**config.mk**
```make
export PLATFORM = sky130hd
export DESIGN_NAME = fx2_fifo_writer
export DESIGN_NICKNAME = d
export VERILOG_FILES = /design/src/rtl/fx2_fifo_writer.sv
export SDC_FILE = /design/constraint.sdc
export NUM_CORES = 1
export LEC_CHECK = 0
export BUFFER_PORTS_ARGS = -buffer_cell sky130_fd_sc_hd__buf_4
export CORE_MARGIN = 10
export CORE_UTILIZATION = 62
export CTS_BUF_LIST = sky130_fd_sc_hd__clkbuf_8
export CTS_CLUSTER_SIZE = 28
export DETAILED_ROUTE_END_ITERATION = 12
export PLACE_DENSITY_LB_ADDON = 0.3
export SKIP_CTS_REPAIR_TIMING = 1
export SLEW_MARGIN = 20
export SYNTH_ARGS = -nofsm -noshare
export SYNTH_HDL_FRONTEND = slang
export SYNTH_SLANG_ARGS = --single-unit
```
**constraint.sdc**
```tcl
create_clock -name clk -period 4.2 [get_ports clk]
set_clock_uncertainty 0.05 [all_clocks]
set_input_delay 0.63 -clock clk [delete_from_list [all_inputs] [get_ports clk]]
set_output_delay 0.63 -clock clk [all_outputs]
set_load 0.03 [all_outputs]
```
**src/rtl/fx2_fifo_writer.sv**
```systemverilog
// Moves the sample-multiplexer byte stream into a Cypress FX2 slave FIFO endpoint.
// Short packets are committed with PKTEND once the stream has been idle long enough.
module fx2_fifo_writer #(
   parameter logic [1:0] EP_ADDR       = 2'b10,
   parameter int         PKT_SIZE      = 512,
   parameter int         FLUSH_TIMEOUT = 1024
) (
   input  logic       clk,
   input  logic       reset,
   input  logic [7:0] data,
   input  logic       data_rdy,
   output logic       data_ack,
   input  logic       fx2_full_n,
   output logic [7:0] fx2_fd,
   output logic       fx2_slwr_n,
   output logic       fx2_pktend_n,
   output logic [1:0] fx2_fifoadr
);

   localparam int CW = $clog2(PKT_SIZE);
   localparam int TW = $clog2(FLUSH_TIMEOUT);
   localparam logic [TW-1:0] TIMER_LAST = TW'(FLUSH_TIMEOUT - 1);

   typedef enum logic [1:0] {
      IDLE,
      WRITE,
      PKTEND,
      RECOVER
   } state_t;

   state_t        state, state_next;
   logic [CW-1:0] pkt_count, pkt_count_next;
   logic [TW-1:0] idle_timer, idle_timer_next;
   logic          pkt_pending;
   logic          timer_expired;
   logic          ack_int;

   always_comb begin
      // NOTE: every output of this block gets a default first, so no path can infer a latch.
      state_next      = state;
      pkt_count_next  = pkt_count;
      idle_timer_next = idle_timer;
      ack_int         = 1'b0;
      pkt_pending     = (pkt_count != '0);
      timer_expired   = pkt_pending && (idle_timer == TIMER_LAST);

      case (state)
         IDLE: begin
            if (data_rdy && fx2_full_n) begin
               ack_int    = 1'b1;
               state_next = WRITE;
            end else if (timer_expired && fx2_full_n) begin
               state_next = PKTEND;
            end
         end
         WRITE: begin
            // Power-of-two packet size: the counter wraps exactly where the FX2 auto-commits.
            pkt_count_next = pkt_count + CW'(1);
            state_next     = RECOVER;
         end
         PKTEND: begin
            pkt_count_next = '0;
            state_next     = RECOVER;
         end
         RECOVER: state_next = IDLE;
         default: state_next = IDLE;
      endcase

      // The timer saturates at its last value, so a full endpoint parks the flush until it drains.
      if (ack_int || (state == IDLE && state_next == PKTEND) || !pkt_pending) begin
         idle_timer_next = '0;
      end else if (state == IDLE && !data_rdy && idle_timer != TIMER_LAST) begin
         idle_timer_next = idle_timer + TW'(1);
      end

      data_ack = ack_int && !reset;
   end

   always_ff @(posedge clk) begin
      // NOTE: state is updated with non-blocking assignments so every register samples pre-edge values.
      if (reset) begin
         state        <= IDLE;
         pkt_count    <= '0;
         idle_timer   <= '0;
         fx2_fd       <= 8'h00;
         fx2_slwr_n   <= 1'b1;
         fx2_pktend_n <= 1'b1;
      end else begin
         state        <= state_next;
         pkt_count    <= pkt_count_next;
         idle_timer   <= idle_timer_next;
         if (ack_int) begin
            fx2_fd <= data;
         end
         fx2_slwr_n   <= (state_next != WRITE);
         fx2_pktend_n <= (state_next != PKTEND);
      end
   end

   assign fx2_fifoadr = EP_ADDR;

endmodule

```
# Word level (Yosys, flattened, before mapping)
# Cells that the tools add are included.
# W data, S select, Z words.
dict set report totals {
  reg_bits 31
  output_inout_bits 13
  wordCells 39
}
dict set report classes {
  n_addsub 2
  eq_ne 8
  mux 6
  n_reduce_logical 17
}
# operator count
set ops {}
lappend ops {{$pmux W9 S2} 1}
lappend ops {{$add A10 B1 Y10 const B} 1}
lappend ops {{$eq A10 B10 Y1 const B} 1}
lappend ops {{$ne A10 B10 Y1 const B} 1}
lappend ops {{$add A9 B1 Y9 const B} 1}
lappend ops {{$reduce_bool A9 Y1} 1}
lappend ops {{$logic_and A1 B1 Y1} 7}
lappend ops {{$eq A2 B2 Y1 const B} 3}
lappend ops {{$pmux W2 S3} 1}
lappend ops {{$mux W2} 2}
lappend ops {{$reduce_or A2 Y1} 2}
lappend ops {{$logic_not A1 Y1} 3}
lappend ops {{$eq A2 B1 Y1 const B} 1}
lappend ops {{$logic_not A2 Y1} 1}
lappend ops {{$logic_or A1 B1 Y1} 2}
lappend ops {{$mux W1} 2}
lappend ops {{$ne A2 B1 Y1 const B} 1}
lappend ops {{$ne A2 B2 Y1 const B} 1}
lappend ops {{$reduce_bool A2 Y1} 1}

# Logic depth before layout (Yosys ltp)
dict set report logic_depth {
  ltp_word 11
  mapped_depth 7
}

# Worst setup path after synthesis
# OpenSTA, ideal clock, no wires.
dict set report synth_path {
  path_type {reg2out}
  start {register state[0]}
  end {output data_ack}
  arrival_time_ps 1135
  path_slack_ps 2385
  path_stages_with_launch 6
  path_buffers 1
  path_cell_list {dfxtp_1 -> inv_1 -> ha_1 -> buf_4 -> nor2b_1 -> and2_1}
}
dict set report synth_between {
  elab_chain_len 3
}
# item line_no
set synth_rtl {}
lappend synth_rtl {{from (decl)} 31} ;# state_t state, state_next;
lappend synth_rtl {{from (signal assigned)} 89} ;# state <= state_next;
lappend synth_rtl {{$logic_not A2 Y1} 47} ;# case (state)
lappend synth_rtl {{$mux W1} 47}
lappend synth_rtl {{$logic_and A1 B1 Y1} 76} ;# data_ack = ack_int && !reset;
lappend synth_rtl {{to (decl)} 12} ;# output logic data_ack,
# Every way passes these cells.

# Worst setup path after layout
# Same ends and word-level chain as after synthesis.

==> summary.md <==
| Metric | Value |
|---|---|
| DP HPWL | `2.67 mm` |
| Num rows | `18` |
| Vias in the first global route | `between 1000 and 1500` |
| DRT Pass-1 Iters | `4` |
| Crit Path Class | `reg -> out` |
| Post-synth top flop | `dfxtp_1` |
| CP Cell Sequence | `inv_1 -> ha_1 -> nor2b_1 -> and2_1 -> buf_4` |
| Area post-placement | `approximately 1700 sq um` |
| Hold Crit Class | `reg -> reg` |
| Antenna Nets Post-Route | `0` |
| I/O Buffers | `22` |
| Bufs on Longest Clock Path | `2` |
| Die H | `approximately 70 microns` |
| Fmax | `about 0.43 GHz` |
| Initial antenna violation count | `0` |
| CTS tree | `yes` |
| Internal Pwr Total | `around 0.52 mW` |
| Crit Path Max Fanout | `10` |
| Max Transition Viols Final | `0` |
| Reg power frac | `0.433` |
| IO Pins | `25` |
| Final Cell Area | `about 1800 sq um` |
| Nets@finish | `~220` |
| Worst VDD drop | `around 380 uV` |
| Final period util | `0.549` |
| Status | `finished clean` |
| Synth top area cells | `dfxtp_1 40%, nand2_1 6.5%, a21oi_1 5.1%` |
| Sequential area share after synthesis | `0.396` |
| FF+latch area | `roughly 620 sq um` |
| Post-Syn Instances | `around 180` |
| Clock tree root driver cell | `clkbuf_8` |
| Critical Path Max Stage Delay | `0.37 ns` |
| Total power | `between 0.7 and 0.8 mW` |
| Vias | `around 1300` |
| Power Dens Cells | `432 nW/um^2` |
| Post-synthesis cell type count | `46` |
| H-tree depth | `2` |
| Total wire length after detailed routing | `around 3.5 mm` |
| Biggest area consumer among synthesized cells | `dfxtp_1` |
| RePlAce Congestion | `0.829` |
| Layout cells sized above 1 | `0.201` |
| Fill cell count | `201` |
| CP required | `about 3.5 ns` |
| Endpoints failing setup | `0` |
| Wirelength per Cell | `roughly 15 microns` |
| Clock-pin slew on the worst setup and hold paths | `around 0.06 ns` |
| Width of the die | `between 70 and 80 microns` |
| GRT Residual Overflow | `0` |
| Syn Nets | `approximately 190` |
| Initial Utilization | `0.639` |
| First-pass GRT wire length | `between 5 and 6 mm` |
| Slowest stage cell on the critical path | `ha_1` |
| Total track usage | `0.148` |
| Die area | `slightly below 5000 sq um` |
| Clk sink count | `31` |
| Final cell utilization of the core | `0.739` |
| Via density per instance | `roughly 6` |
| Crit path DAT | `about 1.6 ns` |
| Psw | `0.261 mW` |
| Total core area | `2450 sq um` |
| Synthesized cell area | `between 1500 and 2000 sq um` |
| Synth Warn # | `0` |
| Unrepaired setup endpoints after global routing | `no` |
| Area grow syn2layout | `15.6%` |
| Antenna diode count | `0` |
| Total CTS buffers | `5` |
| Clk_lat worst skew | `roughly 0.28 ns` |
| Yosys reg bits | `31` |
| Static Leak | `~0.73 nW` |
| Synth async-reset ratio | `0` |
| Comb power frac | `0.283` |
| Synth top area share | `0.396` |
| Commonest cells post-synth | `31 x dfxtp_1, 27 x nand2_1, 16 x a21oi_1, 15 x nor2_1` |
| Top-count cell post-synth | `dfxtp_1` |
| Startpoint types | `flip-flop` |
| Area of the multi-input gates | `roughly 880 sq um` |
| Largest net degree at the start of global routing | `15` |
| Fin crit period | `around 2.3 ns` |
| CP Capture Type | `primary output` |
| EDFF count, synth | `0` |
| Mean post-synth cell area | `8.86 sq um` |
| MaxCap Viol Count | `0` |
| Clock power share | `0.284` |
| Residual DRC | `0` |
| Initial DRC Count | `approximately 100` |
| Sw Share | `0.333` |
| Final Hold Fails | `0` |
| Setup TNS | `0 ns` |
-- power groups by stage --
stage | Combinational (mW) | Clock (mW) | Sequential (mW)
after floorplan | 0.143 | 0 | 0.369
after global placement | 0.214 | 0 | 0.344
after detailed placement | 0.222 | 0 | 0.346
after CTS | 0.223 | 0.228 | 0.339
after global routing | 0.245 | 0.242 | 0.343
final | 0.222 | 0.222 | 0.340
-- path summary, 6_finish.rpt --
check | end | slack [ns] | cells after the start | from
worst max-delay path | data_ack | 1.89 | 5 | state[0]
worst min register to register | fx2_fd[3] | 0.41 | 2 | fx2_fd[3]
worst min-delay path | fx2_fd[3] | 0.41 | 2 | fx2_fd[3]
worst max register to register | idle_timer[5] | 2.14 | 6 | state[0]
-- per-stage QoR --
stage          setup slack [ns]  hold slack (ns)  cells
2_1_floorplan              2.38            0.433    177
3_3_place_gp               2.22            0.393    221
3_5_place_dp               2.18            0.404    221
4_1_cts                    1.88            0.413    229
5_1_grt                    1.77            0.439    229
6_report                   1.89            0.411    229
-- critical path, delay by kind of cell (launching register included) --
family | cells | cell delay (ns)
buf+inv | 2 | 0.24
simple gates | 2 | 0.42
fa+ha+maj | 1 | 0.37
flops | 1 | 0.32
-- state kept, by name (all words and copies together), names as in the netlist --
signal / flops
fx2_fd: 8
fx2_pktend_n: 1
fx2_slwr_n: 1
idle_timer: 10
pkt_count: 9
state: 2
-- layout make-up --
type | instances | area share
repair buffers | 22 | 0.0910
flip-flops and latches | 31 | 0.342
well taps | 30 | 0.0207
inverters | 6 | 0.0124
clock buffers | 5 | 0.0379
multi-input cells | 132 | 0.488
clock inverters | 3 | 0.00828
-- cells by family after synthesis --
logic type | share of synthesized area
buffers and inverters | 0.0407
adder cells (fa/ha/maj) | 0.0399
XOR/XNOR | 0.0447
flip-flops | 0.396
other | 0.00479
AND/OR/NAND/NOR | 0.271
AO/OA/AOI/OAI | 0.191
multiplexers | 0.0128
-- layer usage --
layer	routed length, microns	share of wire	up-vias	global-route usage
met1	1370	0.39	615	0.155
met4	80	0.023	0	0.0680
met5	0	0	-	0
li1	-	-	665	-
met3	301	0.086	8	0.0692
met2	1750	0.50	57	0.244
-- placed cells by master (no fill, tap or decap), drive strengths merged, types with 3 or more instances in the layout --
cell and n:
and3 3, clkinv 3, o21ai 5, a21oi 16
or3 4, nor2b 4, nor2 15, nand3 4
buf 22, dfxtp 31, clkbuf 5, nand2 27
nand4 3, a22oi 3, xor2 6, ha 5
inv 6
(Power assumes the default switching activity.)
